===== config.mk =====
export PLATFORM = sky130hd
export DESIGN_NAME = eq_band_sequencer
export DESIGN_NICKNAME = d
export VERILOG_FILES = /design/src/rtl/eq_pkg.sv /design/src/rtl/eq_gain_mac.sv /design/src/rtl/eq_band_sequencer.sv
export SDC_FILE = /design/constraint.sdc
export NUM_CORES = 1
export LEC_CHECK = 0
export ABC_AREA = 1
export BUFFER_PORTS_ARGS = -buffer_cell sky130_fd_sc_hd__buf_2
export CAP_MARGIN = 10
export CORE_ASPECT_RATIO = 0.9
export CORE_MARGIN = 4
export CORE_UTILIZATION = 55
export DETAILED_ROUTE_END_ITERATION = 6
export GPL_TIMING_DRIVEN = 0
export PLACE_DENSITY = 0.85
export SLEW_MARGIN = 20
export SYNTH_ARGS = -nofsm -noshare
export SYNTH_HDL_FRONTEND = slang
export SYNTH_SLANG_ARGS = --single-unit

===== constraint.sdc =====
create_clock -name i_clk -period 11.76 [get_ports i_clk]
set_input_delay 1.176 -clock i_clk [delete_from_list [all_inputs] [get_ports i_clk]]
set_output_delay 1.176 -clock i_clk [all_outputs]
set_load 0.02 [all_outputs]

===== src/rtl/eq_pkg.sv =====
// Shared definitions for the equalizer band sequencer.
//   DW, GW, GFRAC : default sample width, gain width and gain fractional bits
//   state_t       : sequencer FSM states
//   sat_dw()      : clamps a wide signed accumulator to the DW-bit sample range
package eq_pkg;

  localparam int DW     = 16;
  localparam int GW     = 16;
  localparam int GFRAC  = 14;
  localparam int SAT_IW = 64;

  localparam logic signed [SAT_IW-1:0] SAT_HI = {{(SAT_IW-DW+1){1'b0}}, {(DW-1){1'b1}}};
  localparam logic signed [SAT_IW-1:0] SAT_LO = {{(SAT_IW-DW+1){1'b1}}, {(DW-1){1'b0}}};

  typedef enum logic [2:0] {
    S_IDLE,
    S_REQ,
    S_WAIT,
    S_ACC,
    S_OUT
  } state_t;

  // Callers sign-extend their accumulator to SAT_IW bits before calling.
  function automatic logic signed [DW-1:0] sat_dw(input logic signed [SAT_IW-1:0] acc);
    if (acc > SAT_HI)      return SAT_HI[DW-1:0];
    else if (acc < SAT_LO) return SAT_LO[DW-1:0];
    else                   return acc[DW-1:0];
  endfunction

endpackage


===== src/rtl/eq_gain_mac.sv =====
// Gain multiply-accumulate for the band sequencer.
// Combinational signed multiply of one band result by its gain, arithmetic
// shift by GFRAC, accumulated into a registered wide accumulator. The read
// port returns the accumulator saturated to the sample range.
// Ports:
//   i_clk, i_rst : clock, asynchronous active-high reset
//   clr          : zero the accumulator
//   load         : load load_val (sign-extended) into the accumulator
//   en           : accumulate (result * gain) >>> GFRAC
//   result, gain : current band output and its gain (Q2.14)
//   sat_out      : saturated accumulator value
module eq_gain_mac
  import eq_pkg::*;
#(
  parameter int DW    = eq_pkg::DW,
  parameter int GW    = eq_pkg::GW,
  parameter int GFRAC = eq_pkg::GFRAC,
  parameter int AW    = eq_pkg::DW + eq_pkg::GW + 3
) (
  input  logic                 i_clk,
  input  logic                 i_rst,
  input  logic                 clr,
  input  logic                 load,
  input  logic signed [DW-1:0] load_val,
  input  logic                 en,
  input  logic signed [DW-1:0] result,
  input  logic signed [GW-1:0] gain,
  output logic signed [DW-1:0] sat_out
);

  localparam int PW = DW + GW;

  logic signed [PW-1:0] prod;
  logic signed [PW-1:0] prod_sh;
  logic signed [AW-1:0] acc_q;

  assign prod    = PW'(result) * PW'(gain);
  assign prod_sh = prod >>> GFRAC;

  always_ff @(posedge i_clk or posedge i_rst) begin
    if (i_rst)     acc_q <= '0;
    else if (clr)  acc_q <= '0;
    else if (load) acc_q <= AW'(load_val);
    else if (en)   acc_q <= acc_q + AW'(prod_sh);
  end

  assign sat_out = sat_dw({{(SAT_IW-AW){acc_q[AW-1]}}, acc_q});

endmodule


===== src/rtl/eq_band_sequencer.sv =====
// Per-sample equalizer scheduler. Each ADC sample is sent through one shared
// band-filter unit once per band; each band result is scaled by a gain
// snapshot taken at sample start and summed into one saturated output sample.
// With i_enable low the sample bypasses the filter entirely.
// Optional build macro EQ_SEQ_TIMEOUT_EN adds a per-band watchdog (TIMEOUT
// cycles) that forces a missing band result to 0, plus the sticky o_timeout.
// Ports:
//   i_clk, i_rst          : clock, asynchronous active-high reset
//   i_enable              : 1 equalize, 0 bypass (sampled only when idle)
//   i_sample_valid/sample : input sample strobe and data
//   i_gain                : packed per-band gains, band k at [k*GW +: GW]
//   o_flt_req/band/data   : request to the shared filter, held until i_flt_ack
//   i_flt_ack/valid/result: filter accept pulse, result pulse and data
//   o_valid/o_data        : output strobe and saturated sample (held)
//   o_busy                : sequencer not idle
//   o_overrun             : sticky, sample arrived while busy
//   o_timeout             : sticky watchdog flag (EQ_SEQ_TIMEOUT_EN only)
//   i_clr                 : clears sticky flags, wins over a same-cycle set
//
// state  | meaning
// S_IDLE | waiting for a sample strobe
// S_REQ  | requesting the filter for the current band
// S_WAIT | request accepted, waiting for the band result
// S_ACC  | accumulating result * gain for the current band
// S_OUT  | presenting the output sample for one cycle
module eq_band_sequencer
  import eq_pkg::*;
#(
`ifdef EQ_SEQ_TIMEOUT_EN
  parameter int TIMEOUT = 64,
`endif
  parameter int N_BAND = 7,
  parameter int DW     = eq_pkg::DW,
  parameter int GW     = eq_pkg::GW,
  parameter int GFRAC  = eq_pkg::GFRAC
) (
  input  logic                       i_clk,
  input  logic                       i_rst,
  input  logic                       i_enable,
  input  logic                       i_sample_valid,
  input  logic signed [DW-1:0]       i_sample,
  input  logic [N_BAND*GW-1:0]       i_gain,
  output logic                       o_flt_req,
  output logic [$clog2(N_BAND)-1:0]  o_flt_band,
  output logic signed [DW-1:0]       o_flt_data,
  input  logic                       i_flt_ack,
  input  logic                       i_flt_valid,
  input  logic signed [DW-1:0]       i_flt_result,
  output logic                       o_valid,
  output logic signed [DW-1:0]       o_data,
  output logic                       o_busy,
  output logic                       o_overrun,
`ifdef EQ_SEQ_TIMEOUT_EN
  output logic                       o_timeout,
`endif
  input  logic                       i_clr
);

  localparam int BW = $clog2(N_BAND);
  localparam int AW = DW + GW + BW;
  localparam logic [BW-1:0] BAND_LAST = BW'(N_BAND - 1);

  state_t                state_q, state_d;
  logic [BW-1:0]         band_q;
  logic signed [DW-1:0]  sample_q;
  logic [N_BAND*GW-1:0]  gain_snap_q;
  logic signed [DW-1:0]  result_q;
  logic signed [DW-1:0]  data_q;
  logic                  overrun_q;

  logic                  start_eq;
  logic                  start_byp;
  logic                  capture;
  logic signed [DW-1:0]  result_d;
  logic                  acc_en;
  logic signed [DW-1:0]  mac_sat;

`ifdef EQ_SEQ_TIMEOUT_EN
  localparam int TW = $clog2(TIMEOUT + 1);
  logic [TW-1:0] tmr_q;
  logic          tmo_hit;
  logic          timeout_q;
`endif

  always_comb begin
    state_d   = state_q;
    start_eq  = 1'b0;
    start_byp = 1'b0;
    capture   = 1'b0;
    result_d  = i_flt_result;
    acc_en    = 1'b0;
    o_flt_req = 1'b0;
`ifdef EQ_SEQ_TIMEOUT_EN
    tmo_hit   = 1'b0;
`endif
    case (state_q)
      S_IDLE: begin
        if (i_sample_valid) begin
          if (i_enable) begin
            start_eq = 1'b1;
            state_d  = S_REQ;
          end else begin
            start_byp = 1'b1;
            state_d   = S_OUT;
          end
        end
      end
      S_REQ: begin
        o_flt_req = 1'b1;
        if (i_flt_ack && i_flt_valid) begin
          capture = 1'b1;
          state_d = S_ACC;
        end else if (i_flt_ack) begin
          state_d = S_WAIT;
        end
      end
      S_WAIT: begin
        if (i_flt_valid) begin
          capture = 1'b1;
          state_d = S_ACC;
        end
      end
      S_ACC: begin
        acc_en  = 1'b1;
        state_d = (band_q == BAND_LAST) ? S_OUT : S_REQ;
      end
      S_OUT: begin
        state_d = S_IDLE;
      end
      default: state_d = S_IDLE;
    endcase
`ifdef EQ_SEQ_TIMEOUT_EN
    // Last watchdog cycle with no result: substitute 0 and move on.
    if ((state_q == S_REQ || state_q == S_WAIT) && !capture && tmr_q == TW'(1)) begin
      tmo_hit  = 1'b1;
      capture  = 1'b1;
      result_d = '0;
      state_d  = S_ACC;
    end
`endif
  end

  always_ff @(posedge i_clk or posedge i_rst) begin
    if (i_rst) begin
      state_q     <= S_IDLE;
      band_q      <= '0;
      sample_q    <= '0;
      gain_snap_q <= '0;
      result_q    <= '0;
      data_q      <= '0;
      overrun_q   <= 1'b0;
    end else begin
      state_q <= state_d;
      if (start_eq) begin
        band_q      <= '0;
        sample_q    <= i_sample;
        gain_snap_q <= i_gain;
      end else if (acc_en && band_q != BAND_LAST) begin
        band_q <= band_q + 1'b1;
      end
      if (capture) result_q <= result_d;
      if (state_q == S_OUT) data_q <= mac_sat;
      if (i_clr)                                       overrun_q <= 1'b0;
      else if (i_sample_valid && state_q != S_IDLE)    overrun_q <= 1'b1;
    end
  end

`ifdef EQ_SEQ_TIMEOUT_EN
  always_ff @(posedge i_clk or posedge i_rst) begin
    if (i_rst) begin
      tmr_q     <= '0;
      timeout_q <= 1'b0;
    end else begin
      if (state_d == S_REQ && state_q != S_REQ)
        tmr_q <= TW'(TIMEOUT);
      else if ((state_q == S_REQ || state_q == S_WAIT) && tmr_q != '0)
        tmr_q <= tmr_q - 1'b1;
      if (i_clr)        timeout_q <= 1'b0;
      else if (tmo_hit) timeout_q <= 1'b1;
    end
  end

  assign o_timeout = timeout_q;
`endif

  eq_gain_mac #(
    .DW    (DW),
    .GW    (GW),
    .GFRAC (GFRAC),
    .AW    (AW)
  ) u_mac (
    .i_clk    (i_clk),
    .i_rst    (i_rst),
    .clr      (start_eq),
    .load     (start_byp),
    .load_val (i_sample),
    .en       (acc_en),
    .result   (result_q),
    .gain     (gain_snap_q[int'(band_q)*GW +: GW]),
    .sat_out  (mac_sat)
  );

  assign o_flt_band = (state_q == S_REQ) ? band_q : '0;
  assign o_flt_data = (state_q == S_REQ) ? sample_q : '0;
  assign o_valid    = (state_q == S_OUT);
  assign o_data     = (state_q == S_OUT) ? mac_sat : data_q;
  assign o_busy     = (state_q != S_IDLE);
  assign o_overrun  = overrun_q;

endmodule


# After elaboration in Yosys (flattened, before gate mapping)
# Index checks and enable logic that the tools add are counted.
dict set report totals {
  reg_bits 202
  in_bits 151
  output_inout_bits 39
}
dict set report classes {
  addsub 2
  multipliers 1
  order_cmp 2
  eq_ne 9
  n_shift 1
  muxes 30
  n_reduce_logical 9
}
# operator count
set op_table {}
lappend op_table {{variable part select 112 x 8 -> 16 bit} 1}
lappend op_table {{two-way mux 35 bit} 3}
lappend op_table {{two-way mux 16 bit} 4}
lappend op_table {{adder 35 x 18 -> 35 bit} 1}
lappend op_table {{greater-than comparator 35 x 16 -> 1 bit, second input constant} 1}
lappend op_table {{< comparator 35 x 16 -> 1 bit, second input constant} 1}
lappend op_table {{multiplier 16 x 16 -> 32 bit} 1}
lappend op_table {{two-way mux 3 bit} 9}
lappend op_table {{two-way mux 1 bit} 12}
lappend op_table {{one-hot mux 3 bit (4 select lines)} 1}
lappend op_table {{equality test 3 x 2 -> 1 bit, second input constant} 2}
lappend op_table {{equality test 3 bit, second input constant} 2}
lappend op_table {{inequality test 3 bit, second input constant} 2}
lappend op_table {{nonzero test 3 bit} 2}
lappend op_table {{inequality test 2 bit, second input constant} 2}
lappend op_table {{nonzero test 2 bit} 2}
lappend op_table {{adder 3 x 1 -> 3 bit, second input constant} 1}
lappend op_table {{equality test 3 x 1 -> 1 bit, second input constant} 1}
lappend op_table {{logical AND 1 bit} 3}
lappend op_table {{zero test 3 bit} 1}
lappend op_table {{AND reduction 3 bit} 1}
lappend op_table {{one-hot mux 1 bit (2 select lines)} 1}

# Logic depth before layout (Yosys ltp)
# Gate-level depths: netlist of run 1.
dict set report depth {
  word_depth 6
  depth_mapped 52
  mapped_depth_nobuf 49
}

# Cells and area by module
# From an unflattened synthesis of run 1, not the netlist that was laid out.
dict set report unflattened {
  hier_cells 2949
  area_unflattened_um2 22559.1
}
# mod instances cells_each area_per_inst_um2 seq_area_each_um2
set modules_own_cells {}
lappend modules_own_cells {eq_gain_mac 1 1974 14263.7 875.8}
lappend modules_own_cells {eq_band_sequencer 1 975 8295.5 4179.0}

# Worst setup path after synthesis of run 1
# No wires, ideal clock.
dict set report synth_path {
  path_type {reg-to-reg}
  from {register band_q[1]}
  to {register u_mac.acc_q[27]}
  setup_time_ns 0.128
  arrival_time_ns 8.254
  required_ns 11.632
  setup_slack_ns 3.378
  stages_incl_launch_ff 38
  path_cell_list {dfrtp_1 -> buf_4 -> inv_4 -> clkbuf_1 -> o21ai_0 -> o221ai_1 -> nand2_1 -> nor2_1 -> fa_1 -> fa_1 -> fa_1 -> fa_1 -> fa_1 -> inv_1 -> fa_1 -> inv_1 -> ha_1 -> a21o_1 -> [... 2 more ...] -> a21oi_1 -> nand2_2 -> nand2_1 -> nand2_1 -> ha_1 -> nand2_1 -> nor2_1 -> and3_1 -> nand4_1 -> nand3_1 -> nand2_1 -> nand3_1 -> a21oi_1 -> or2_1 -> nand3_1 -> nand2_1 -> o21ai_1 -> o21ai_1}
}
dict set report synth_via {
  elab_chain_cells 6
}
# element line_no
set synth_lines {}
lappend synth_lines {{from (decl)} eq_band_sequencer.sv:64} ;# logic [BW-1:0] band_q;
lappend synth_lines {{from (signal assigned)} eq_band_sequencer.sv:159} ;# band_q <= band_q + 1'b1;
lappend synth_lines {{variable part select 112 x 8 -> 16 bit} eq_band_sequencer.sv:199} ;# .gain (gain_snap_q[int'(band_q)*GW +: GW]),
lappend synth_lines {{multiplier 16 x 16 -> 32 bit} eq_gain_mac.sv:37} ;# assign prod = PW'(result) * PW'(gain);
lappend synth_lines {{adder 35 x 18 -> 35 bit} eq_gain_mac.sv:44} ;# else if (en) acc_q <= acc_q + AW'(prod_sh);
lappend synth_lines {{two-way mux 35 bit} eq_gain_mac.sv:44}
lappend synth_lines {{two-way mux 35 bit} eq_gain_mac.sv:43} ;# else if (load) acc_q <= AW'(load_val);
lappend synth_lines {{two-way mux 35 bit} eq_gain_mac.sv:42} ;# else if (clr) acc_q <= '0;
lappend synth_lines {{to (signal assigned)} eq_gain_mac.sv:43}
lappend synth_lines {{to (signal assigned)} eq_gain_mac.sv:44}
lappend synth_lines {{to (decl)} eq_gain_mac.sv:35} ;# logic signed [AW-1:0] acc_q;
# Every way passes these cells. The select of a mux whose other input is x is not followed.
# A chain may end at the register's enable or synchronous reset.

# Final worst setup path of run 1
# Same ends and word-level chain as after synthesis.

==> summary.txt, run 1 <==
Run status
  • Status: finished with violations
  • Violated checks: DRC

Synth
  • Largest area contributor in the netlist: fa_1
  • Xor/xnor share of the synthesized area: 1.74%
  • Post-synthesis async set-or-reset flop share: 100%
  • Post-Synth Simple-Gate Area: 18.9%
  • Post-Syn Area per Cell: between 7 and 8 um^2
  • Synthesized area: between 20000 and 25000 um^2
  • Post-synth EDFFs: 0
  • Synth Flop Type: dfrtp_1
  • Synth Area in Compound Gates: 11.5%
  • Top post-synthesis cells by area: fa_1 25%, dfrtp_1 24%, nand2_1 11%, inv_1 8.9%, ha_1 7.0%
  • Mux contribution to synthesized area: 0%
  • Post-synth cell types: 56
  • Largest family of logic cells by synthesized area: adder cells
  • Top-area cell type share of the netlist area: 25.4%
  • Post-synthesis adder-cell area fraction: between 30% and 40%
  • Flops & latches, synth: between 200 and 250
  • Post-synthesis sequential area ratio: 24.5%
  • Yosys warning total: 0
  • Post-synthesis cell count: 2622
  • Syn Nets: 3151

STA
  • Slew Limit Fails: 0
  • Final setup viols: 0
  • Fin crit period: 10.78 ns
  • RSZ-0062 raised after global routing: no
  • Setup_tns: 0 ns
  • Skew final: between 0.04 and 0.05 ns
  • Setup WS post-layout: 0.978 ns
  • Slew margin rel.: about two fifths
  • Max Clk Rate: between 90 and 100 MHz
  • Worst Tran Pin Value: 0.875 ns
  • Final worst-path cycle share: around nine tenths
  • Final Hold Viols: 0

Floorplan
  • Die Wd: 212 um
  • Die H: roughly 190 um
  • Initial core utilization: 55.7%
  • # IOs: between 150 and 200
  • Rows: 67
  • Core ar.: around 37000 um^2
  • Die Area: between 40000 and 50000 um^2

Setup path
  • CP max FO: 18
  • Worst R2R Path Depth: 45
  • R2R Setup Slk: 0.98 ns
  • Required time of the critical path: 12.16 ns
  • Worst r2r dst: u_mac.acc_q[27]
  • Startpoint types: flip-flop
  • CP peak stage delay: a little under 0.6 ns
  • Critical path type: flip-flop to flip-flop
  • CP dominant cell by count: nand2_1
  • Crit path arrival time: 11.18 ns
  • Crit-path leading delay family: adder cells
  • Worst path buffer plus inverter count: 10
  • Worst r2r src: band_q[1]
  • CP endpoint kind: flip-flop
  • Slowest CP cell: fa_1

Final layout
  • Area Growth Syn to Fin: 11.3%
  • Sequential cell area: 5050 um^2
  • Filler instances: approximately 3200
  • Finished Core Util: about three fifths
  • Share of layout cells above drive strength 1: 9.50%
  • Multi-input logic area: ~13000 um^2
  • Nets: 3367
  • N_diodes: 0

Global route
  • Initial antenna violation count: 0
  • Aggregate global routing overflow: 0
  • Vias in the first global route: 19600
  • Tot GR Track Use: 32.5%
  • First-pass GRT wire length: approximately 100 mm
  • Largest net degree at the start of global routing: 105

Drt
  • Met2 wire length: around 30 mm
  • TritonRoute pass-1 iters: 7
  • WL/cell: slightly below 20 um
  • Vias per cell: 5.65
  • Metal3 WL: just under 7 mm
  • Post-route ant nets: 0
  • Routed WL: 64.9 mm
  • DRC violations left: 4
  • DR top layer: met4
  • Via count: 18800
  • Wire length on met1: roughly 25 mm
  • Initial DRC count: 1905

Clock tree
  • Hold buffer count at CTS: 0
  • Post-cts resize count: 0
  • Clk buf depth: 3
  • Clk sinks: 202
  • Root Buffer: clkbuf_16
  • Number of buffers created by CTS: 24
  • Worst-path clk slew: 0.06 ns
  • CTS tree: done
  • Htree depth: 1
  • Setup Buffers After CTS: 0
  • Worst-skew pair later-pin latency: around 0.57 ns

Hold path
  • HP Class: flip-flop to flip-flop
  • Min-Delay Startpoint: data_q[0]
  • Hold Crit Endpoint: data_q[0]
  • Hold path cells: 2

Flow run
  • Max Cap Viol: 0

Placement
  • Placer Congestion: 0.987
  • Dpl ws: 1.28 ns
  • Placed wire-length estimate: 52.8 mm
  • IO buf count: 189
==> worst min-delay path: stages (launching register included) <==
cell     delay (ns)
dfrtp_1        0.32
nand2_1        0.05
nand2_1        0.07
==> how the worst max path moves through the flow <==
stage | from | endpoint | slack [ns] | cells after the start
final | band_q[1] | u_mac.acc_q[27] | 0.98 | 45
after global routing | band_q[1] | u_mac.acc_q[27] | 0.33 | 45
after CTS | band_q[1] | u_mac.acc_q[27] | 1.17 | 45
after detailed placement | band_q[1] | u_mac.acc_q[27] | 1.28 | 45
after global placement | band_q[1] | u_mac.acc_q[27] | 1.38 | 45
after floorplan | band_q[1] | u_mac.acc_q[27] | 3.38 | 37
==> placed cells by master, fill, tap and decap left out, types with 25 or more instances in the layout <==
cell type	count
a21oi_1	138
buf_2	192
clkbuf_1	75
clkbuf_16	25
dfrtp_1	202
fa_1	262
ha_1	116
inv_1	491
nand2_1	623
nand3_1	53
nor2_1	224
o21ai_0	217
xor2_1	32
==> synthesized netlist by cell type, types with 5 or more instances <==
cell type and number:
a21oi_1 138, a21oi_2 6, a31oi_1 5, buf_1 15, clkbuf_1 70, clkinv_1 9, dfrtp_1 202, fa_1 262
ha_1 116, inv_1 492, nand2_1 623, nand2_2 8, nand3_1 53, nand3_2 6, nand4_1 16, nor2_1 224
nor3_1 18, nor4_1 6, o21ai_0 217, o21ai_1 15, o21bai_1 8, o221ai_1 7, xnor2_1 9, xor2_1 32
==> routing by layer <==
layer | track usage, % | vias to the layer above
met2 | 52.0 | 898
met4 | 11.9 | 0
met3 | 9.77 | 189
li1 | - | 8502
met1 | 42.1 | 9239
met5 | 0 | -
==> flip-flops by register name, indices dropped and copies added (netlist names) <==
| signal | cells |
|---|---|
| sample_q | 16 |
| data_q | 16 |
| u_mac.acc_q | 35 |
| o_overrun | 1 |
| result_q | 16 |
| gain_snap_q | 112 |
| band_q | 3 |
| state_q | 3 |
==> stage by stage <==
step	instance area, um^2	hold WS, ns	cells
global placement	22200	0.455	3294
detailed placement	22300	0.461	3295
finish	23000	0.471	3335
global route	23000	0.495	3335
CTS	23000	0.475	3335
floorplan	20700	0.444	2622
==> area by class of cell <==
cell class	count	area share [%]
flip-flops and latches	202	22.0
multi-input cells	1822	58.0
inverters	505	8.29
well taps	483	2.63
clock inverters	8	0.359
plain buffers	93	1.64
clock buffers	32	2.92
repair buffers	190	4.23
==> cell families after synthesis <==
kind of cell,after synthesis
flops,202
simple gates,970
buf+inv,598
xor+xnor,41
fa+ha+maj,378
compound gates,433
Power of run 1 is left out: the tool's default activity adds up to more than one toggle a clock period on the data nets, which glitch-free logic cannot reach.
==> run 2: changes to the inputs <==
--- a/config.mk
+++ b/config.mk
@@ -14,5 +14,5 @@
 export DETAILED_ROUTE_END_ITERATION = 6
 export GPL_TIMING_DRIVEN = 0
-export PLACE_DENSITY = 0.85
+export PLACE_DENSITY = 0.88
 export SLEW_MARGIN = 20
 export SYNTH_ARGS = -nofsm -noshare
==> constraint.sdc (replaced) <==
create_clock -name i_clk -period 8.68 [get_ports i_clk]
set_input_delay 0.868 -clock i_clk [delete_from_list [all_inputs] [get_ports i_clk]]
set_output_delay 0.868 -clock i_clk [all_outputs]
set_load 0.05 [all_outputs]
==> summary.txt, run 2 (synthesis gave the netlist of run 1 again) <==
Run status
  • Status: finished with violations
  • Violated checks: DRC

Global route
  • Tot GR Track Use: 33.3%
  • Vias in the first global route: 19900
  • Initial antenna violation count: 1
  • Aggregate global routing overflow: 0
  • Met1 Use GR: approximately 45%
  • GRT Max-Usage Layer: met2
  • Routing usage on met2: 52.7%
  • First-pass GRT wire length: 106 mm
  • Largest net degree at the start of global routing: approximately 110
  • Met3 Use GR: a little under a tenth

Placement
  • Placed insts: 3295
  • IO buf count: 189
  • DP Area: 22300 um^2
  • Placer Congestion: 0.989
  • Placed wire-length estimate: 52.9 mm

Final layout
  • Top flop regs: gain_snap_q: 112 flops, u_mac.acc_q: 35 flops
  • Nets: 3446
  • Final std cells w/o fill: 3418
  • Area Growth Syn to Fin: 21.4%
  • Largest register FFs: 112
  • Filler instances: 2934
  • Final instance area: 25100 um^2
  • Finished Core Util: approximately two thirds
  • Commonest cells after routing, fill and taps aside: 587 x nand2_1, 473 x inv_1, 246 x fa_1
  • Commonest non-fill, non-tap cell in the layout: nand2_1
  • N_diodes: 0
  • Share of layout cells above drive strength 1: slightly above 20%
  • Largest Register: gain_snap_q

Drt
  • Initial DRC count: 2454
  • Post-route ant nets: 0
  • TritonRoute pass-1 iters: 7
  • WL/cell: 20.1 um
  • Routed WL: 68.6 mm
  • DRC violations left: 1
  • Via count: slightly below 20000
  • Vias per cell: ~5.7

Floorplan
  • # IOs: 190
  • Die H: ~190 um
  • Core ar.: between 30000 and 40000 um^2
  • Initial core utilization: 55.7%
  • Rows: 67
  • Die Area: 40700 um^2
  • Die Wd: 212 um

Flow run
  • Max Cap Viol: 0

Setup path
  • CP max FO: 10
  • Startpoint types: flip-flop
  • CP dominant cell by count: fa_1
  • Worst path buffer plus inverter count: 9
  • Crit-path leading delay family: adder cells
  • Critical path type: flip-flop to flip-flop
  • Crit path arrival time: 8.91 ns
  • Slowest CP cell: fa_1
  • Required time of the critical path: roughly 9.1 ns
  • CP endpoint kind: flip-flop
  • CP peak stage delay: 0.57 ns

Clock tree
  • Number of buffers created by CTS: 24
  • Htree depth: 1
  • Worst-path clk slew: 0.06 ns
  • Root Buffer: clkbuf_16
  • CTS tree: done
  • Hold buffer count at CTS: 0
  • Worst-skew pair later-pin latency: around 0.54 ns
  • Clk sinks: 202
  • Clk buf depth: 3

STA
  • Slew Limit Fails: 0
  • Final setup viols: 0
  • Slew margin rel.: 44.8%
  • Worst Tran Pin Value: 0.825 ns
  • Max Clk Rate: 118 MHz
  • Hold_ws: approximately 0.45 ns
  • Final worst-path cycle share: 97.9%
  • Skew final: 0.00869 ns
  • Final Hold Viols: 0
  • Fin crit period: 8.50 ns

Hold path
  • HP Class: input port to async pin
-- run 2: cell count changes in the layout (fill, tap and decap cells not counted), moves of 28 or more --
cell | previous run | this run
buf_4 | 2 | 78
a21oi_1 | 138 | 95
ha_1 | 116 | 88
o21ai_0 | 217 | 183
nand2_1 | 623 | 587
a21oi_2 | 6 | 40
-- run 2: final timing paths --
check	cells past startpoint	slack (ns)	from	end
setup / recovery	40	0.18	band_q[1]	u_mac.acc_q[28]
hold / removal	2	0.45	i_rst	u_mac.acc_q[30]
min in group i_clk	2	0.47	data_q[10]	data_q[10]
setup reg to reg	40	0.18	band_q[1]	u_mac.acc_q[28]
hold reg to reg	2	0.47	data_q[10]	data_q[10]
max in group asynchronous	3	7.20	i_rst	result_q[6]
-- run 2: layout make-up --
cell class / instances / area [um^2] / share of cell area (%)
Multi-Input combinational cell: 1822 / 14500 / 57.8
Inverter: 505 / 1940 / 7.75
Timing Repair Buffer: 271 / 1640 / 6.55
Buffer: 91 / 542 / 2.16
Clock buffer: 34 / 709 / 2.83
Tap cell: 483 / 604 / 2.41
Sequential cell: 202 / 5050 / 20.2
Clock inverter: 10 / 92.6 / 0.369
-- run 2: what timing repair did --
action	in CTS	in global routing
setup buffers	20	60
pin swaps	27	98
gates resized for setup	147	251
cloned	0	1
setup endpoints to repair	30	26
-- run 2: routing by layer --
metal  share of wire [%]  up-vias
met3                  10      232
li1                    -     8664
met4                 4.7        2
met2                  46     1125
met1                  39     9621
met5               0.019        -
-- run 2: stage by stage --
step	setup slack [ns]	setup TNS (ns)
2_1_floorplan	0.298	0
3_3_place_gp	-1.71	-28.91
3_5_place_dp	-1.79	-31.61
4_1_cts	-0.0350	-0.0632
5_1_grt	-0.103	-0.912
6_report	0.181	0
Power of run 2 is left out for the same reason.
==> run 3: changes to the inputs <==
Settings changed: CORE_UTILIZATION 55 to 67, PLACE_DENSITY 0.88 to 0.95.
Clock period 8.68 ns to 9.8 ns, I/O delays scaled along.
==> summary.txt, run 3 (synthesis gave the netlist of run 1 again) <==
Clock tree
  • Htree depth: 1
  • Number of buffers created by CTS: 23
  • Worst-skew pair later-pin latency: around 0.55 ns
  • Clk buf depth: 3
  • Clk sinks: 202
  • CTS tree: done
  • Worst-path clk slew: 0.06 ns
  • Root Buffer: clkbuf_16

Setup path
  • Required time of the critical path: 10.19 ns
  • CP max FO: 10
  • Startpoint types: flip-flop
  • CP startpoint: band_q[0]
  • CP endpoint kind: flip-flop
  • Worst r2r src: band_q[0]
  • Critical path type: flip-flop to flip-flop
  • Crit path arrival time: roughly 10 ns
  • Slowest CP cell: fa_1
  • Worst R2R Path Depth: 46
  • CP peak stage delay: ~0.6 ns

STA
  • Hold_ws: ~0.47 ns
  • Setup_tns: 0 ns
  • Slew Limit Fails: 0
  • Final worst-path cycle share: 98.0%
  • Setup WS post-layout: 0.192 ns
  • Skew final: 0.0277 ns
  • Final setup viols: 0
  • Slew margin rel.: between 40% and 50%
  • Worst Tran Pin Value: 0.890 ns
  • Max Clk Rate: ~100 MHz
  • Final Hold Viols: 0
  • Fin crit period: 9.61 ns

Drt
  • WL/cell: 20.7 um
  • Post-route ant nets: 0
  • Vias per cell: roughly 6.1
  • DRC violations left: 0
  • Initial DRC count: 2586
  • Routed WL: 67.4 mm
  • Via count: ~20000
  • TritonRoute pass-1 iters: 6

Final layout
  • Filler instances: 2050
  • Share of layout cells above drive strength 1: 11.6%
  • Nets: between 3000 and 4000
  • Multi-input logic area: 13400 um^2
  • Commonest cells after routing, fill and taps aside: 613 x nand2_1, 484 x inv_1, 261 x fa_1
  • Sequential cell area: 5050 um^2
  • Largest Register: gain_snap_q
  • Commonest non-fill, non-tap cell in the layout: nand2_1
  • N_diodes: 0
  • Largest register FFs: approximately 110
  • Top flop regs: gain_snap_q: 112 flops, u_mac.acc_q: 35 flops
  • Area Growth Syn to Fin: 11.8%

Floorplan
  • Die H: ~170 um
  • Die Area: 33700 um^2
  • Die Wd: approximately 190 um
  • # IOs: 190
  • Initial core utilization: 68.5%
  • Core ar.: 30200 um^2
  • Rows: 60

Flow run
  • Max Cap Viol: 0

Global route
  • Tot GR Track Use: between 40% and 50%
  • Largest net degree at the start of global routing: 111
  • Initial antenna violation count: 0
  • First-pass GRT wire length: around 110 mm
  • Vias in the first global route: 20500
  • Aggregate global routing overflow: 0

Hold path
  • HP Class: flip-flop to flip-flop
  • Hold path cells: 2
  • Min-Delay Startpoint: data_q[3]

Placement
  • IO buf count: 189
  • Dpl ws: -0.585 ns
  • Placer Congestion: around 1.0
  • Placed wire-length estimate: around 53 mm

Run status
  • Status: finished, final reports clean
[run 3: cell types whose count changed in the layout (fill, tap and decap cells not counted), sizes merged]
cell,delta
clkinv,-4
clkbuf,-2
clkinvlp,+8
inv,-1
bufinv,+1
buf,-82
[run 3: repair_timing]
item                                    in CTS  in global routing
gates cloned                                 0                  2
hold buffers                                 0                  0
pin swaps                                    0                  3
endpoints found under the hold margin        0                  0
gates resized for setup                     15                 68
buffers inserted                             0                  6
endpoints found under the setup margin      18                 20
[run 3: worst paths after layout]
| kind | endpoint | slack, ns |
|---|---|---|
| worst max-delay path | u_mac.acc_q[27] | 0.19 |
| worst min-delay path | data_q[3] | 0.47 |
| worst max register to register | u_mac.acc_q[27] | 0.19 |
| worst min register to register | data_q[3] | 0.47 |
| max in group asynchronous | gain_snap_q[91] | 8.25 |
| min in group asynchronous | u_mac.acc_q[27] | 0.57 |
[run 3: cell type report]
type | count | area share, %
plain buffers | 88 | 1.71
well taps | 403 | 2.18
repair inverters | 2 | 0.0541
inverters | 505 | 8.35
repair buffers | 196 | 4.41
flip-flops and latches | 202 | 21.9
clock inverters | 12 | 0.563
multi-input cells | 1822 | 58.2
clock buffers | 28 | 2.70
[run 3: layer usage]
metal / routed length [um] / track usage (%) / share of wire [%] / up-vias
li1: - / - / - / 8498
met1: 23400 / 51.5 / 35 / 9426
met2: 30400 / 63.1 / 45 / 1627
met3: 8850 / 11.7 / 13 / 432
met4: 4810 / 20.3 / 7.1 / 0
met5: 0 / 0 / 0 / -
[run 3: through the flow]
stage          cell area, um^2  instances  util, %
2_1_floorplan            20700       2622        -
6_report                 23100       3258     76.6
4_1_cts                  22900       3250     75.9
5_1_grt                  23100       3258     76.6
3_3_place_gp             22100       3214     73.3
3_5_place_dp             22200       3215     73.4
[run 3: critical path, delay by kind of cell (launching register included)]
kind                       cells  cell delay (ns)
AOI/OAI and AO/OA             13             2.14
adders and majority gates      8             3.95
buffers and inverters         10             1.22
DFF                            1             0.41
and+or+nand+nor               15             1.78
Power of run 3 is left out for the same reason.
